--- src/rtl/instr_fetch_seq.sv ---
// rtl/instr_fetch_seq.sv - byte-serial instruction fetch sequencer
//
// Fetches four consecutive bytes from a byte-wide instruction memory port and
// drives the write side of the instruction register. The register assembles a
// big-endian word: byte k=0 (address pc) lands in bits 31:24 via IRWrite[0],
// and byte k=3 (address pc+3) lands in bits 7:0 via IRWrite[3].
//
// Ports:
//   clk, rst_n          clock, asynchronous active-low reset
//   start, pc           fetch request and instruction byte address
//   busy, done          fetch in progress / one-cycle pulse on completion
//   mem_rd, mem_addr    read request and byte address (pc + k, wraps mod 2^AW)
//   mem_ack, mem_rdata  read data valid strobe and read byte
//   IRWrite             one-hot byte write strobe to the instruction register
//   instr8bit_top       registered byte being written
//   fetch_en            assembled word valid (held high in DONE)
//   fetch_err           memory timeout flag
//
// Optional feature: define FETCH_TIMEOUT_EN to enable the per-byte mem_ack
// timeout and the ERR state. Without it REQ waits indefinitely.

module instr_fetch_seq #(
  parameter int AW          = 8,
  parameter int TIMEOUT_CYC = 15
) (
  input  logic          clk,
  input  logic          rst_n,
  input  logic          start,
  input  logic [AW-1:0] pc,
  output logic          busy,
  output logic          done,
  output logic          mem_rd,
  output logic [AW-1:0] mem_addr,
  input  logic          mem_ack,
  input  logic [7:0]    mem_rdata,
  output logic [3:0]    IRWrite,
  output logic [7:0]    instr8bit_top,
  output logic          fetch_en,
  output logic          fetch_err
);

`ifdef FETCH_TIMEOUT_EN
  typedef enum logic [2:0] {
    S_IDLE  = 3'd0,
    S_REQ   = 3'd1,
    S_WRITE = 3'd2,
    S_DONE  = 3'd3,
    S_ERR   = 3'd4
  } state_t;
`else
  typedef enum logic [2:0] {
    S_IDLE  = 3'd0,
    S_REQ   = 3'd1,
    S_WRITE = 3'd2,
    S_DONE  = 3'd3
  } state_t;
`endif

  state_t        state_q, state_d;
  logic [1:0]    k_q, k_d;
  logic [AW-1:0] addr_q, addr_d;
  logic [7:0]    byte_q, byte_d;
  logic          done_q, done_d;

`ifdef FETCH_TIMEOUT_EN
  localparam int CW = $clog2(TIMEOUT_CYC + 1);
  logic [CW-1:0] cnt_q, cnt_d;
`endif

  always_ff @(posedge clk or negedge rst_n) begin
    if (!rst_n) begin
      state_q <= S_IDLE;
      k_q     <= 2'd0;
      addr_q  <= '0;
      byte_q  <= 8'd0;
      done_q  <= 1'b0;
`ifdef FETCH_TIMEOUT_EN
      cnt_q   <= '0;
`endif
    end else begin
      state_q <= state_d;
      k_q     <= k_d;
      addr_q  <= addr_d;
      byte_q  <= byte_d;
      done_q  <= done_d;
`ifdef FETCH_TIMEOUT_EN
      cnt_q   <= cnt_d;
`endif
    end
  end

  always_comb begin
    state_d  = state_q;
    k_d      = k_q;
    addr_d   = addr_q;
    byte_d   = byte_q;
    busy     = 1'b0;
    mem_rd   = 1'b0;
    IRWrite  = 4'b0000;
    fetch_en = 1'b0;
`ifdef FETCH_TIMEOUT_EN
    fetch_err = 1'b0;
    // Counter only advances while waiting in REQ; every other state rearms it.
    cnt_d     = '0;
`endif

    case (state_q)
      S_IDLE: begin
        if (start) begin
          state_d = S_REQ;
          k_d     = 2'd0;
          addr_d  = pc;
        end
      end

      S_REQ: begin
        busy   = 1'b1;
        mem_rd = 1'b1;
        if (mem_ack) begin
          byte_d  = mem_rdata;
          state_d = S_WRITE;
        end
`ifdef FETCH_TIMEOUT_EN
        else if (cnt_q == CW'(TIMEOUT_CYC - 1)) begin
          state_d = S_ERR;
        end else begin
          cnt_d = cnt_q + 1'b1;
        end
`endif
      end

      S_WRITE: begin
        busy    = 1'b1;
        IRWrite = 4'b0001 << k_q;
        if (k_q == 2'd3) begin
          state_d = S_DONE;
        end else begin
          // Address advances only when re-entering REQ, so it is stable
          // for the whole time mem_rd is high.
          k_d     = k_q + 2'd1;
          addr_d  = addr_q + 1'b1;
          state_d = S_REQ;
        end
      end

      S_DONE: begin
        fetch_en = 1'b1;
        if (start) begin
          state_d = S_REQ;
          k_d     = 2'd0;
          addr_d  = pc;
        end
      end

`ifdef FETCH_TIMEOUT_EN
      S_ERR: begin
        fetch_err = 1'b1;
        if (start) begin
          state_d = S_REQ;
          k_d     = 2'd0;
          addr_d  = pc;
        end
      end
`endif

      default: state_d = S_IDLE;
    endcase

    // Pulse only on the transition into DONE, not while it is held.
    done_d = (state_d == S_DONE) && (state_q != S_DONE);
  end

`ifndef FETCH_TIMEOUT_EN
  // No timeout logic: the flag is constant low for any legal TIMEOUT_CYC.
  assign fetch_err = (TIMEOUT_CYC < 0);
`endif

  assign done          = done_q;
  assign mem_addr      = addr_q;
  assign instr8bit_top = byte_q;

endmodule

--- config.mk ---
export PLATFORM = sky130hd
export DESIGN_NAME = instr_fetch_seq
export DESIGN_NICKNAME = d
export VERILOG_FILES = /design/src/rtl/instr_fetch_seq.sv
export SDC_FILE = /design/constraint.sdc
export NUM_CORES = 1
export LEC_CHECK = 0
export ABC_AREA = 1
export CAP_MARGIN = 20
export CORE_MARGIN = 10
export CORE_UTILIZATION = 45
export DETAILED_ROUTE_END_ITERATION = 12
export PLACE_DENSITY = 0.77
export REMOVE_ABC_BUFFERS = 1
export SYNTH_ARGS = -nofsm -noshare
export SYNTH_HDL_FRONTEND = slang
export SYNTH_SLANG_ARGS = --single-unit
export TNS_END_PERCENT = 10
--- constraint.sdc ---
create_clock -name clk -period 2.5 [get_ports clk]
set_input_delay 0.75 -clock clk [delete_from_list [all_inputs] [get_ports clk]]
set_output_delay 0.75 -clock clk [all_outputs]
set_load 0.05 [all_outputs]
==> results.md, run 1 <==
* Final period util at 94.22%
* Initial drt markers at 47
* Share of layout cells above drive strength 1 at 14.69%
* Non-Filler Instances at 242
* Gr ovfl total at 0
* First-pass GRT wire length at 5333 µm
* Maximum clock insertion buffer count at 2
* Flop2flop setup slack at 780 ps
* Switching Fraction at 52.09%
* # resized after CTS at 0
* Total Routing Usage GR at 12.02%
* Netlist Area Pre-Place at 1285 µm²
* Critical Path Fanout Max at 6
* Final setup vio count at 0
* Ys Warns at 0
* Met3 wire length at 389 µm
* Routed wl met2 at 1522 µm
* FFs w/ async S/R, synth at 100.0%
* Final WL at 3235 µm
* Max incr delay on CP at 850 ps
* Via count at 1,162
* CP required at 1750 ps
* Core Region at 2734 µm²
* Worst slew pin tran at 526.5 ps
* Hold_buf cts at 0
* Clk slew on worst S/H paths at 120 ps
* Vias in the first global route at 1,189
* Total power at 2035 µW
* Clk Tree Root Cell: clkbuf_4
* Worst hold path depth at 2
* Final nets at 238
* Status: finished, final reports clean
* Inserted Clock Buffers at 3
* Kind of critical path: flop to output pin
* Endpoint class of the critical path: output pin
* VDD IR max at 0.8086 mV
* Cell with the most instances after synthesis: nand2_1
* Crit path max-delay cell type: clkdlybuf4s50_1
* Die area at 5393 µm²
* Fill count at 228
* Post-synth top cells: 59 x nand2_1, 22 x dfrtp_1, 19 x nand3_1, 13 x inv_1, 12 x nor2_1
* Drt wl/cell at 13.37 µm
* Share of total power in the clock network at 7.8%
* EDFF count, synth at 0
* Net Switching at 1060 µW
* Comb pwr share at 60.7%
* #FFs+latches synth at 22
* Top FF cell, synth: dfrtp_1
* Reg-to-reg critical path endpoint: instr8bit_top[5]
* Worst EP arrival at 1610 ps
* Port bufs at 43
* RSZ-0062 raised after global routing: false
* CP Buf/Inv Count at 1
* Vias/cell at 4.802
* Worst r2r path cells at 7
* Hold EP: instr8bit_top[3]
* Worst hold slack at 488.1 ps
* Mean Syn Cell Area at 7.695 µm²
* Starting density of the core at 47.00%
* CTS sink count at 22
* Fin crit period at 2355 ps
* Post-route ant nets at 0
* Hpwl dp at 2546 µm
* First-pass iteration count of the detailed router at 4
* Rows at 19
* Worst slew margin at 64.79%
* Top-level I/O count at 45
* Worst skew pair latency at 300 ps
* Crit-path cells: clkdlybuf4s50_1
* Yosys cell types at 24
* Synth top area cells: dfrtp_1 43%, nand2_1 17%, nand3_1 7.4%
* Max-slew violations at 0
* Worst setup SP type: flop
* Worst hold path type: flop to flop
* H-tree depth at 1
* Setup TNS at 0 ps
* Initial antenna violation count at 0
* Gpl congestion at 0.8183
* Area share of the largest cell type after synthesis at 42.84%
* Post-CTS Repair Setup Buffers at 0
* Flop pwr share at 31.5%
* Reg-to-reg startpoint: state_q[1]
* TritonCTS clock tree: built
* Drt drc at 0
* Die span in x at 73.44 µm
* Leak pwr at 0.0008649 µW
* Skew final at 3.552 ps
* CP top delay family: buffers and inverters
* Height of the die at 73.44 µm
* Post-synth top area cell: dfrtp_1
* PD cells at 1144 nW/µm²
* Top sig layer: met4
* Hold Fails Final Rpt at 0
* Int Power at 974.8 µW
* Max_cap viols at 0
* Sequential-to-total area share from yosys stat at 42.84%
* Ant. Diodes at 0
* Largest net degree at the start of global routing at 23
* Cells after DPL at 239
* Synth-to-Final Area Change at 38.36%
* Met1 wire length at 1309 µm
* Synthesized instance count at 167
* Max frequency at 424.5 MHz
* Hold_sp: instr8bit_top[3]
[sequential cells by signal, indices dropped and copies added, names as in the netlist]
register and flops:
instr8bit_top 8, mem_addr 8, done 1, k_q 2, state_q 3
[per-layer routing]
layer	GRT usage, %	up-vias
met5	0	-
met4	3.727	0
met3	6.460	2
met2	20.44	33
met1	12.43	520
li1	-	607
[placed cells by master, fill, tap and decap left out]
cell	synthesis	layout
nand3_4	1	1
a21oi_2	1	1
nor2_4	1	1
nor2_1	12	12
nand3_2	6	6
inv_1	13	13
buf_12	0	3
inv_2	6	6
nand2_1	59	59
xor2_1	1	1
conb_1	1	2
dfrtp_1	22	22
nand2_2	1	1
o21ai_1	3	3
buf_4	3	6
o21ai_0	3	3
clkbuf_4	0	3
or2_2	1	1
nand3_1	19	19
or2_1	3	3
o211ai_1	2	2
ha_1	5	5
clkdlybuf4s50_1	0	36
o21ai_2	1	1
nor2_2	1	1
[power by group through the flow]
| stage | registers [µW] | logic (µW) | clock network, µW |
|---|---|---|---|
| floorplan | 1070 | 385 | 0 |
| global placement | 638 | 1220 | 0 |
| detailed placement | 647 | 1240 | 0 |
| CTS | 641 | 1250 | 167 |
| global route | 664 | 1330 | 179 |
| finish | 642 | 1230 | 159 |
[cell type report]
cell class / count / area, µm² / share of cell area [%]
multi-input combinational: 122 / 629.4 / 35.40
sequential: 22 / 550.5 / 30.96
timing repair buffer: 45 / 465.4 / 26.18
inverter: 19 / 71.32 / 4.011
tap: 31 / 38.79 / 2.182
clock buffer: 3 / 22.52 / 1.267
[logic make-up (layout without fill, tap and decap cells)]
| logic type | after synthesis | after routing | share of synthesized area, % |
|---|---|---|---|
| AND/OR/NAND/NOR | 104 | 104 | 37.98 |
| XOR/XNOR | 1 | 1 | 0.6817 |
| flip-flops | 22 | 22 | 42.84 |
| buffers and inverters | 24 | 67 | 8.471 |
| other | 1 | 2 | 0.2918 |
| adder cells (fa/ha/maj) | 5 | 5 | 4.869 |
| AO/OA/AOI/OAI | 10 | 10 | 4.868 |
[how the worst max path moves through the flow]
stage | startpoint | to | slack, ps | cells past startpoint
2_1_floorplan | state_q[1] | busy | -230 | 5
3_3_place_gp | start | mem_addr[3] | 480 | 7
3_5_place_dp | start | mem_addr[3] | 440 | 7
4_1_cts | mem_addr[3] | mem_addr[3] | 130 | 1
5_1_grt | state_q[1] | busy | 30 | 6
6_report | mem_addr[3] | mem_addr[3] | 140 | 1
[through the flow]
stage,util (%),worst slack (ps),area [µm²]
after CTS,65.03,131.6,1778
final,65.03,144.5,1778
after detailed placement,64.21,442.8,1755
after global placement,64.21,481.9,1755
after floorplan,-,-232.5,1251
after global routing,65.03,32.98,1778
No activity file was read; power rests on OpenSTA's default activity.
==> inputs of run 2 (changes only) <==
ABC_CLOCK_PERIOD_IN_PS = 2500   (was default)
==> results of run 2 <==
The final DEF is identical to that of run 1; final timing and power are the same.
